===== src/rtl/fetch_ctrl_pkg.sv =====
// Shared definitions for the instruction-fetch sequencer: state encoding and default sizes.
package fetch_ctrl_pkg;

  localparam int unsigned PC_W_DEF     = 10;
  localparam int unsigned INSTR_W_DEF  = 16;
  localparam int unsigned RESET_PC_DEF = 0;

  typedef enum logic [1:0] {
    IDLE    = 2'd0,
    FETCH   = 2'd1,
    DISCARD = 2'd2,
    HALT    = 2'd3
  } fetch_state_t;

endpackage


===== src/rtl/fetch_redirect_sel.sv =====
// Redirect source arbitration: a jump always wins over a same-cycle branch.
module fetch_redirect_sel
  import fetch_ctrl_pkg::*;
#(
  parameter int unsigned PC_W = PC_W_DEF
) (
  input  logic            jump,
  input  logic            branch,
  input  logic [PC_W-1:0] jump_target,
  input  logic [PC_W-1:0] branch_addr,
  output logic            redir,
  output logic [PC_W-1:0] tgt
);

  always_comb begin
    redir = jump | branch;
    tgt   = jump ? jump_target : branch_addr;
  end

endmodule


===== src/rtl/fetch_ctrl.sv =====
// Fetch sequencer: owns the PC, drives a single-outstanding imem req/ack port and
// hands fetched words to decode, discarding wrong-path responses after redirects/halts.
module fetch_ctrl
  import fetch_ctrl_pkg::*;
#(
  parameter int unsigned PC_W     = PC_W_DEF,
  parameter int unsigned INSTR_W  = INSTR_W_DEF,
  parameter int unsigned RESET_PC = RESET_PC_DEF
) (
  input  logic               clk,
  input  logic               reset,
  input  logic               stall,
  input  logic               branch,
  input  logic [PC_W-1:0]    branch_addr,
  input  logic               jump,
  input  logic [PC_W-1:0]    jump_target,
  input  logic               halt_req,
  input  logic               resume,
  output logic               imem_req,
  output logic [PC_W-1:0]    imem_addr,
  input  logic               imem_ack,
  input  logic [INSTR_W-1:0] imem_rdata,
  output logic               instr_valid,
  output logic [INSTR_W-1:0] instr,
  output logic [PC_W-1:0]    instr_pc,
  output logic [PC_W-1:0]    pc_out,
  output logic               redirect_flush,
  output logic               halted
);

  localparam logic [PC_W-1:0] PC_RST = PC_W'(RESET_PC);

  fetch_state_t       state, state_nxt;
  logic [PC_W-1:0]    pc, pc_nxt, pending, pending_nxt, instr_pc_nxt, dest;
  logic [INSTR_W-1:0] instr_nxt;
  logic               halt_pend, halt_pend_nxt, instr_valid_nxt, flush_nxt;
  logic               redir;
  logic [PC_W-1:0]    tgt;

  fetch_redirect_sel #(.PC_W(PC_W)) u_redirect_sel (
    .jump        (jump),
    .branch      (branch),
    .jump_target (jump_target),
    .branch_addr (branch_addr),
    .redir       (redir),
    .tgt         (tgt)
  );

  // The request address is always the PC: entering DISCARD parks the new target in
  // 'pending', so the outstanding address stays put until its ack arrives.
  assign imem_addr = pc;
  assign pc_out    = pc;
  assign halted    = (state == HALT);

  always_comb begin
    state_nxt       = state;
    pc_nxt          = pc;
    pending_nxt     = pending;
    halt_pend_nxt   = halt_pend;
    instr_nxt       = instr;
    instr_pc_nxt    = instr_pc;
    instr_valid_nxt = instr_valid;
    flush_nxt       = 1'b0;
    imem_req        = 1'b0;
    dest            = redir ? tgt : pc;

    case (state)
      IDLE: state_nxt = FETCH;

      FETCH: begin
        imem_req = !(instr_valid && stall);
        if (redir || halt_req) begin
          instr_valid_nxt = 1'b0;
          flush_nxt       = 1'b1;
          if (imem_req && !imem_ack) begin
            pending_nxt   = dest;
            halt_pend_nxt = halt_req;
            state_nxt     = DISCARD;
          end else begin
            pc_nxt    = dest;
            state_nxt = halt_req ? HALT : FETCH;
          end
        end else if (imem_req && imem_ack) begin
          instr_nxt       = imem_rdata;
          instr_pc_nxt    = pc;
          instr_valid_nxt = 1'b1;
          pc_nxt          = pc + PC_W'(1);
        end else if (!stall) begin
          instr_valid_nxt = 1'b0;
        end
      end

      DISCARD: begin
        imem_req = 1'b1;
        if (redir) pending_nxt = tgt;
        if (halt_req) halt_pend_nxt = 1'b1;
        if (redir || halt_req) begin
          instr_valid_nxt = 1'b0;
          flush_nxt       = 1'b1;
        end
        // A redirect arriving with the ack still takes effect on this exit.
        if (imem_ack) begin
          pc_nxt        = pending_nxt;
          state_nxt     = halt_pend_nxt ? HALT : FETCH;
          halt_pend_nxt = 1'b0;
        end
      end

      HALT: begin
        if (redir) pc_nxt = tgt;
        if (resume) state_nxt = FETCH;
      end

      default: state_nxt = IDLE;
    endcase
  end

  always_ff @(posedge clk or negedge reset) begin
    if (!reset) begin
      state          <= IDLE;
      pc             <= PC_RST;
      pending        <= PC_RST;
      halt_pend      <= 1'b0;
      instr          <= '0;
      instr_pc       <= '0;
      instr_valid    <= 1'b0;
      redirect_flush <= 1'b0;
    end else begin
      state          <= state_nxt;
      pc             <= pc_nxt;
      pending        <= pending_nxt;
      halt_pend      <= halt_pend_nxt;
      instr          <= instr_nxt;
      instr_pc       <= instr_pc_nxt;
      instr_valid    <= instr_valid_nxt;
      redirect_flush <= flush_nxt;
    end
  end

endmodule


===== config.mk =====
export PLATFORM = sky130hd
export DESIGN_NAME = fetch_ctrl
export DESIGN_NICKNAME = d
export VERILOG_FILES = /design/src/rtl/fetch_ctrl_pkg.sv /design/src/rtl/fetch_redirect_sel.sv /design/src/rtl/fetch_ctrl.sv
export SDC_FILE = /design/constraint.sdc
export NUM_CORES = 1
export LEC_CHECK = 0
export ABC_CLOCK_PERIOD_IN_PS = 1640
export CORE_MARGIN = 1.5
export CORE_UTILIZATION = 43
export DETAILED_ROUTE_END_ITERATION = 12
export GPL_TIMING_DRIVEN = 0
export HOLD_SLACK_MARGIN = 0.03
export PLACE_DENSITY_LB_ADDON = 0.12
export SLEW_MARGIN = 10
export SYNTH_ARGS = -nofsm -noshare
export SYNTH_HDL_FRONTEND = slang
export SYNTH_SLANG_ARGS = --single-unit

===== constraint.sdc =====
create_clock -name clk -period 1.64 [get_ports clk]
set_input_delay 0.328 -clock clk [delete_from_list [all_inputs] [get_ports clk]]
set_output_delay 0.328 -clock clk [all_outputs]
set_load 0.02 [all_outputs]

### After elaboration in Yosys (flattened, before gate mapping)

Index checks and enable logic that the tools add are counted.

| storage, ports and cells | value |
|---|---|
| ROM bits | 0 |
| memories | 0 |
| register bits after elaboration | 51 |
| RAM bits | 0 |
| logic and storage cells | 69 |
| bits in latches | 0 |
| output and inout port bits | 50 |

| operators by class | value |
|---|---|
| add/sub/neg operators | 1 |
| bitwise logic cells | 2 |
| equality and inequality tests | 11 |
| shifts and indexed selects | 0 |
| $mul | 0 |
| div/mod/pow operators | 0 |
| reduce and logical (&&, ||, !) cells | 15 |
| magnitude comparators | 0 |
| mux-type cells | 32 |

Operator list:

| operator | count |
|---|---|
| 2-to-1 mux 10 bit | 9 |
| one-hot mux 10 bit (3 select lines) | 1 |
| one-hot mux 10 bit (2 select lines) | 1 |
| 2-to-1 mux 2 bit | 6 |
| AND reduction 3 bit | 4 |
| 2-to-1 mux 1 bit | 11 |
| adder 10 x 1 -> 10 bit, second input constant | 1 |
| != test 2 bit, second input constant | 5 |
| one-hot mux 2 bit (4 select lines) | 1 |
| != test 3 bit, second input constant | 2 |
| one-hot mux 1 bit (2 select lines) | 3 |
| == test 2 bit, second input constant | 2 |
| != test 4 bit, second input constant | 1 |
| AND reduction 4 bit | 1 |
| logical AND 1 bit | 3 |
| nonzero test 3 bit | 1 |
| == test 2 x 1 -> 1 bit, second input constant | 1 |
| zero test 1 bit | 2 |
| zero test 2 bit | 1 |
| nonzero test 2 bit | 1 |
| OR reduction 2 bit | 1 |
| logical OR 1 bit | 1 |
| NOT 1 bit | 1 |
| bitwise OR 1 bit | 1 |

### Logic depth before layout (Yosys ltp)

Gate-level depths: netlist of run 1.

| depth | value |
|---|---|
| depth in word-level cells | 6 |
| mapped depth | 8 |

### Hierarchy

Synthesis of run 1 repeated with hierarchy kept, for this count alone.

| second synthesis, totals | value |
|---|---|
| cell total of the unflattened synthesis | 290 |
| area, all modules | 3037.9 µm² |

By module, submodules not included:

| module | cells each | instances | area each (µm²) |
|---|---|---|---|
| fetch_ctrl | 278 | 1 | 2874.0 |
| fetch_redirect_sel | 12 | 1 | 163.9 |

### Least setup slack after synthesis of run 1

No wires, ideal clock.

| timing path | value |
|---|---|
| path type | register to register |
| from | reg pc[2] (netlist: imem_addr[2]) |
| to | reg pc[7] (netlist: imem_addr[7]) |
| stages on the path, launching flop included | 7 |
| period minus slack after synthesis | 1.776 ns |
| data arrival time | 1.646 ns |
| data required time | 1.510 ns |
| path slack | -0.136 ns |
| path buffers | 1 |
| library setup time | 0.130 ns |
| cell sequence | dfrtp_1 -> buf_2 -> nand4_1 -> or2_2 -> or3_1 -> a21oi_1 -> a2bb2oi_1 |

| on the way | value |
|---|---|
| longest elaborated chain between the ends | 4 |

Ends and longest elaborated chain:

| element | line | RTL |
|---|---|---|
| start, declared | fetch_ctrl.sv:34 | `logic [PC_W-1:0] pc, pc_nxt, pending, pending_nxt, instr_pc_nxt, dest;` |
| start signal, assigned | fetch_ctrl.sv:130 | `pc <= pc_nxt;` |
| adder 10 x 1 -> 10 bit | fetch_ctrl.sv:87 | `pc_nxt = pc + PC_W'(1);` |
| 2-to-1 mux 10 bit | fetch_ctrl.sv:83 | `end else if (imem_req && imem_ack) begin` |
| 2-to-1 mux 10 bit | fetch_ctrl.sv:72 | `if (redir \|\| halt_req) begin` |
| one-hot mux 10 bit (3 select lines) | fetch_ctrl.sv:67 | `case (state)` |

Every way passes these cells. The select of a mux whose other input is x is not followed.
A chain may end at the register's enable or synchronous reset.

### Worst setup path after layout of run 1

| timing path | value |
|---|---|
| from | reg state[1] |
| to | reg instr[4] |

| on the way | value |
|---|---|
| longest elaborated chain between the ends | 2 |

Ends and longest elaborated chain:

| element | line | RTL |
|---|---|---|
| start, declared | fetch_ctrl.sv:33 | `fetch_state_t state, state_nxt;` |
| start signal, assigned | fetch_ctrl.sv:129 | `state <= state_nxt;` |
| == test 2 x 1 -> 1 bit | fetch_ctrl.sv:67 |  |
| AND reduction 3 bit (no line) | -- |  |
| end signal, assigned | fetch_ctrl.sv:133 | `instr <= instr_nxt;` |
| end, declared | fetch_ctrl.sv:24 | `output logic [INSTR_W-1:0] instr,` |

Every way passes these cells.

==> impl_metrics.toml, run 1 <==
[timing]
period_needed_ps = 1820
finalSetupViolations = 48
timing.final.crit_share = 1.11
fmax_mhz = 549
grt_setup_unrepaired = "yes"
hold_viol = 0
slew_violations = 0
tightestPinTransition_ps = 634
skew_ps = 9.63
slew_headroom = 0.577
final.setup.worst_slack_ps = -180

[grt]
grt_pass1_vias = 3023
grt_pass1_wl_um = 15300
use_met1 = 0.344
grt-ovfl-total = 0
use_met3 = 0.0420
met2_usage = 0.432
track_usage = 0.257
top_usage_layer = "met2"
antenna_found_initial = 0
grt_max_degree = 28

[worst_setup_path]
cp_num_buf_inv = 3
crit_required_ps = 1840
cp_slowest_cell = "dfrtp_1"
crit_family = "flip-flops"
max_stage_delay_ps = 430
crit_type = "reg2reg"
critPathMaxFanout = 6
critPathArrivalTime_ps = 2020
worst_setup_path_end_kind = "flip-flop"
path_cells = "inv_2 > ha_4 > inv_4 > nor3_4 > nand2_4 > clkbuf_16 > mux2_4"
start_kind = "flip-flop"

[finish]
synthToLayoutAreaGrowth_pct = 60.5
drive_gt1_frac = 0.317
num_antenna_cells = 0
finalNonFillerCells = 581
nNetsFinal = 530

[die]
io_pins = 94
rows = 31
core_area_um2 = 7180
die_width_um = 88.6
die-area_um2 = 7840
start_util = 0.439
die_height_um = 88.6

[power]
ir_worst_vdd_uv = 835
total_power_w = 0.00936
p_per_area_nw_per_um2 = 1850
leakagePower_nw = 2.34

[cts]
cts_buffers = 5
cts_tree = "done"
insertion_delay_ps = 310
path_clk_slew_ps = 100
cts_sinks = 51
clockBufferDepth = 2
cts-root-buf = "clkbuf_8"
cts_max_level = 2

[run_status]
violations = "negative setup slack"
status = "complete, but fails checks"

[routing]
drc = 0
drt_iter0_drc = 224
avgRoutedWirePerCell_um = 18.4
wirelength_um = 10700
routed_via_density = 5.80
drt-pass1-iter-count = 5
detail-route-antenna-nets = 0
route.vias.total = 3369

[synth]
ys.flop_type = "dfrtp_1"
synth-compound-area-share = 0.241
avgSynthCellArea_um2 = 9.18
yosysWarnings = 0
syn_area_um2 = 3150
synth_common_cells = "dfrtp_1 (51), a21oi_1 (34), mux2_1 (24)"
synth_largest_area_cell = "dfrtp_1"
yosysMostFrequentCell = "dfrtp_1"
synth_top_area_frac = 0.405
synth_enable_flop_cells = 0
netlist_top_cells_area = "dfrtp_1 (41%), mux2_1 (8.6%), a21oi_1 (5.4%), o21ai_0 (3.5%), nand2_1 (2.7%)"
synth_xor_area_frac = 0.00835
synth_top_family_by_area = "compound AO/OA/AOI/OAI gates"
yosys.area_share.simple = 0.163
synth_adder_area_share = 0.0199
synthMuxAreaShare = 0.0894
synth_seq_cells = 51
synth_nets = 392
ys_types = 59
synthesis.instances = 343
synthArstFlopShare = 1.00
ys_seq_area_frac = 0.405

[place]
hpwl_um = 6860
portBuffers = 93
gp_congestion = 0.876
place_inst = 536

[min_path]
hold_path_class = "in2async"

[run]
drv_cap = 0
## report_power, final
group | internal (W) | switching (W)
Combinational | 0.00307 | 0.00299
Clock | 0.000456 | 0.000450
Sequential | 0.00192 | 0.000472
## flip-flops by register name, summed over array words and instances, names as in the netlist
signal and count:
halt_pend 1, imem_addr 10, instr 16, instr_pc 10, instr_valid 1, pending 10, redirect_flush 1, state 2
## final timing paths
path	slack [ps]	end	startpoint	depth (start not counted)
max	-180	instr[4]	state[1]	7
min	30	instr_valid	reset	1
max reg2reg	-180	instr[4]	state[1]	7
min reg2reg	500	instr_pc[7]	instr_pc[7]	2
max in group asynchronous	1020	imem_addr[8]	reset	2
min in group clk	490	instr_valid	stall	3
## cell type report
cell class,instances,area [um^2]
Buffer,26,221
Clock buffer,6,72.6
Clock inverter,2,37.5
Fill cell,544,2120
Inverter,17,70.1
Multi-Input combinational cell,248,1930
Sequential cell,51,1290
Tap cell,99,124
Timing Repair Buffer,132,1310
## cells by family after synthesis
kind of cell,after synthesis
AO/OA/AOI/OAI,119
AND/OR/NAND/NOR,95
flip-flops,51
buffers and inverters,45
multiplexers,25
adder cells (fa/ha/maj),5
XOR/XNOR,3
## through the flow
stage | setup slack (ps) | hold WS (ps) | cell area, um^2 | TNS [ps] | util
2_1_floorplan | -60.1 | 32.4 | 3170 | -998 | -
3_3_place_gp | -1570 | 465 | 4220 | -103450 | 0.588
3_5_place_dp | -951 | 378 | 4240 | -33330 | 0.590
4_1_cts | -147 | 35.2 | 4780 | -1230 | 0.666
5_1_grt | -237 | 58.8 | 5050 | -7830 | 0.704
6_report | -180 | 26.1 | 5050 | -5170 | 0.704
## layer usage
layer	up-vias	wire [um]
met3	23	807
li1	1523	-
met1	1634	4650
met5	-	0
met2	189	4970
met4	0	238
## what timing repair did
item	in CTS	in global routing
setup buffers	24	12
resized for setup	113	53
setup endpoints to repair	71	61
cloned	0	3
pin swaps	13	14
hold buffers	0	0
## placed cells by master (no fill, tap or decap), types with 11 or more instances in the layout
cell / instances
a21oi_1: 31
nor2_1: 13
mux2_4: 22
buf_4: 41
nand2_1: 18
clkdlybuf4s50_1: 50
buf_6: 12
dfrtp_2: 11
dlymetal6s2s_1: 16
dfrtp_1: 40
o21ai_0: 18
nand2b_1: 11
inv_1: 11
dlygate4sd2_1: 20
No activity file was read; power rests on OpenSTA's default activity.
==> run 2: changes to the inputs <==
--- a/config.mk
+++ b/config.mk
@@ -11,7 +11,7 @@
 export DETAILED_ROUTE_END_ITERATION = 12
 export GPL_TIMING_DRIVEN = 0
 export HOLD_SLACK_MARGIN = 0.03
-export PLACE_DENSITY_LB_ADDON = 0.12
+export PLACE_DENSITY = 0.77
 export SLEW_MARGIN = 10
 export SYNTH_ARGS = -nofsm -noshare
 export SYNTH_HDL_FRONTEND = slang
==> run 2 against run 1 <==
Compared with the run above:
- the run still ends with negative setup slack left
- global-route usage up 0.84 points
- first-iteration DRC count up 46%
- via count up 1.9%
- maximum frequency up 1.9%
- sequential share of layout area down 0.31 points
- clock skew down 2.1 ps
- sequential power about the same
- critical path depth down 2
- cell count up 0.52%
- highest routed layer unchanged
==> impl_metrics.toml, run 2 (synthesis results as in run 1) <==
[run_status]
status = "complete, but fails checks"
violations = "negative setup slack"

[place]
gp_congestion = 0.950
hpwl_um = 6960
portBuffers = 93

[worst_setup_path]
crit_type = "reg2out"
max_stage_delay_ps = 450
cp_num_buf_inv = 2
crit_family = "flip-flops"
worst_setup_path_end_kind = "output port"
crit_required_ps = 1310
start_kind = "flip-flop"
path_cells = "inv_2 > ha_4 > a21oi_4 > nor2b_1 > buf_4"
critPathArrivalTime_ps = 1460
cp_slowest_cell = "dfrtp_1"
critPathMaxFanout = 4

[finish]
largest_reg_flops = 16
seqCellArea_um2 = 1290
layout_common_cells = "buf_4 (49), clkdlybuf4s50_1 (49), dfrtp_1 (40), a21oi_1 (28), mux2_4 (24)"
fill_cells = 487
multi_input_area_um2 = 1980
drive_gt1_frac = 0.346
num_antenna_cells = 0
nNetsFinal = 533
top_register = "instr"
synthToLayoutAreaGrowth_pct = 62.4

[cts]
cts_max_level = 2
cts-root-buf = "clkbuf_8"
clockBufferDepth = 2
cts_sinks = 51
cts_buffers = 5
path_clk_slew_ps = 100
insertion_delay_ps = 310
cts_tree = "done"

[die]
core_area_um2 = 7180
start_util = 0.439
io_pins = 94
die-area_um2 = 7840
die_height_um = 88.6
die_width_um = 88.6
rows = 31

[power]
total_power_w = 0.00958
p_per_area_nw_per_um2 = 1870
leakagePower_nw = 2.38
ir_worst_vdd_uv = 683

[routing]
route.vias.total = 3432
drc = 0
avgRoutedWirePerCell_um = 19.1
routed_via_density = 5.88
wirelength_um = 11200
detail-route-antenna-nets = 0
drt-pass1-iter-count = 5
drt_iter0_drc = 328

[run]
drv_cap = 0

[timing]
tightestPinTransition_ps = 581
hold_viol = 0
fmax_mhz = 560
period_needed_ps = 1790
slew_headroom = 0.613
finalSetupViolations = 45
skew_ps = 7.50
slew_violations = 0
timing.final.crit_share = 1.09
grt_setup_unrepaired = "yes"
final.setup.worst_slack_ps = -146
holdWs_ps = 464

[grt]
grt-ovfl-total = 0
track_usage = 0.265
grt_pass1_vias = 3136
grt_max_degree = 30
antenna_found_initial = 0
grt_pass1_wl_um = 15900

[min_path]
hold_path_class = "in2reg"
==> run 2: cell types whose count changed in the layout (fill, tap and decap cells not counted), sizes merged <==
cell	change
nand2	-1
clkdlybuf4s50	-1
clkdlybuf4s15	-1
dlymetal6s2s	+1
dlygate4sd2	-2
buf	+9
dlygate4sd3	+1
clkbuf	-3
==> run 2: worst min-delay path, cell delays in order <==
cell,delay (ps)
dlymetal6s2s_1,170
o21ai_0,160
o22ai_1,80
==> run 2: repair_timing <==
item / 4_1_cts / 5_1_grt
setup endpoints to repair: 71 / 64
pin swaps: 11 / 16
endpoints found under the hold margin: 22 / 0
gates resized for setup: 129 / 55
gates cloned: 1 / 0
hold buffers: 1 / 0
setup buffers: 23 / 16
==> run 2: final cells by class <==
type,count,area share
multi-input cells,247,0.387
repair buffers,135,0.257
flip-flops and latches,51,0.252
plain buffers,27,0.0438
well taps,99,0.0242
clock buffers,6,0.0142
inverters,17,0.0142
clock inverters,2,0.00734
==> run 2: power breakdown <==
part / leakage [nW] / total, W / internal [W] / switching (W)
combinational: 1.73 / 0.00629 / 0.00313 / 0.00315
sequential: 0.601 / 0.00240 / 0.00192 / 0.000482
clock: 0.0514 / 0.000892 / 0.000456 / 0.000437
total: 2.38 / 0.00958 / 0.00551 / 0.00407
==> run 2: worst paths after layout <==
| path | from | to | slack [ps] | depth (start not counted) |
|---|---|---|---|---|
| worst max-delay path | state[1] | imem_req | -150 | 5 |
| min in group asynchronous | reset | instr[6] | 540 | 2 |
| max in group asynchronous | reset | imem_addr[6] | 530 | 3 |
| worst min register to register | instr_pc[5] | instr_pc[5] | 510 | 2 |
| worst max register to register | state[1] | imem_addr[3] | -130 | 7 |
| worst min-delay path | stall | instr_valid | 460 | 3 |
==> run 2: metal layers <==
| metal | vias up | routed length, um | track usage |
|---|---|---|---|
| li1 | 1534 | - | - |
| met1 | 1613 | 4390 | 0.344 |
| met2 | 236 | 5330 | 0.448 |
| met3 | 49 | 1090 | 0.0457 |
| met4 | 0 | 358 | 0.0938 |
| met5 | - | 0 | 0 |
==> run 2: stage by stage <==
step | setup TNS, ps | instances | util | worst slack (ps) | area [um^2]
finish | -3390 | 584 | 0.713 | -146 | 5110
global route | -5300 | 584 | 0.713 | -168 | 5110
CTS | -1160 | 568 | 0.673 | -105 | 4830
detailed placement | -33080 | 536 | 0.590 | -979 | 4240
global placement | -100290 | 535 | 0.588 | -1520 | 4220
floorplan | -998 | 343 | - | -60.1 | 3170
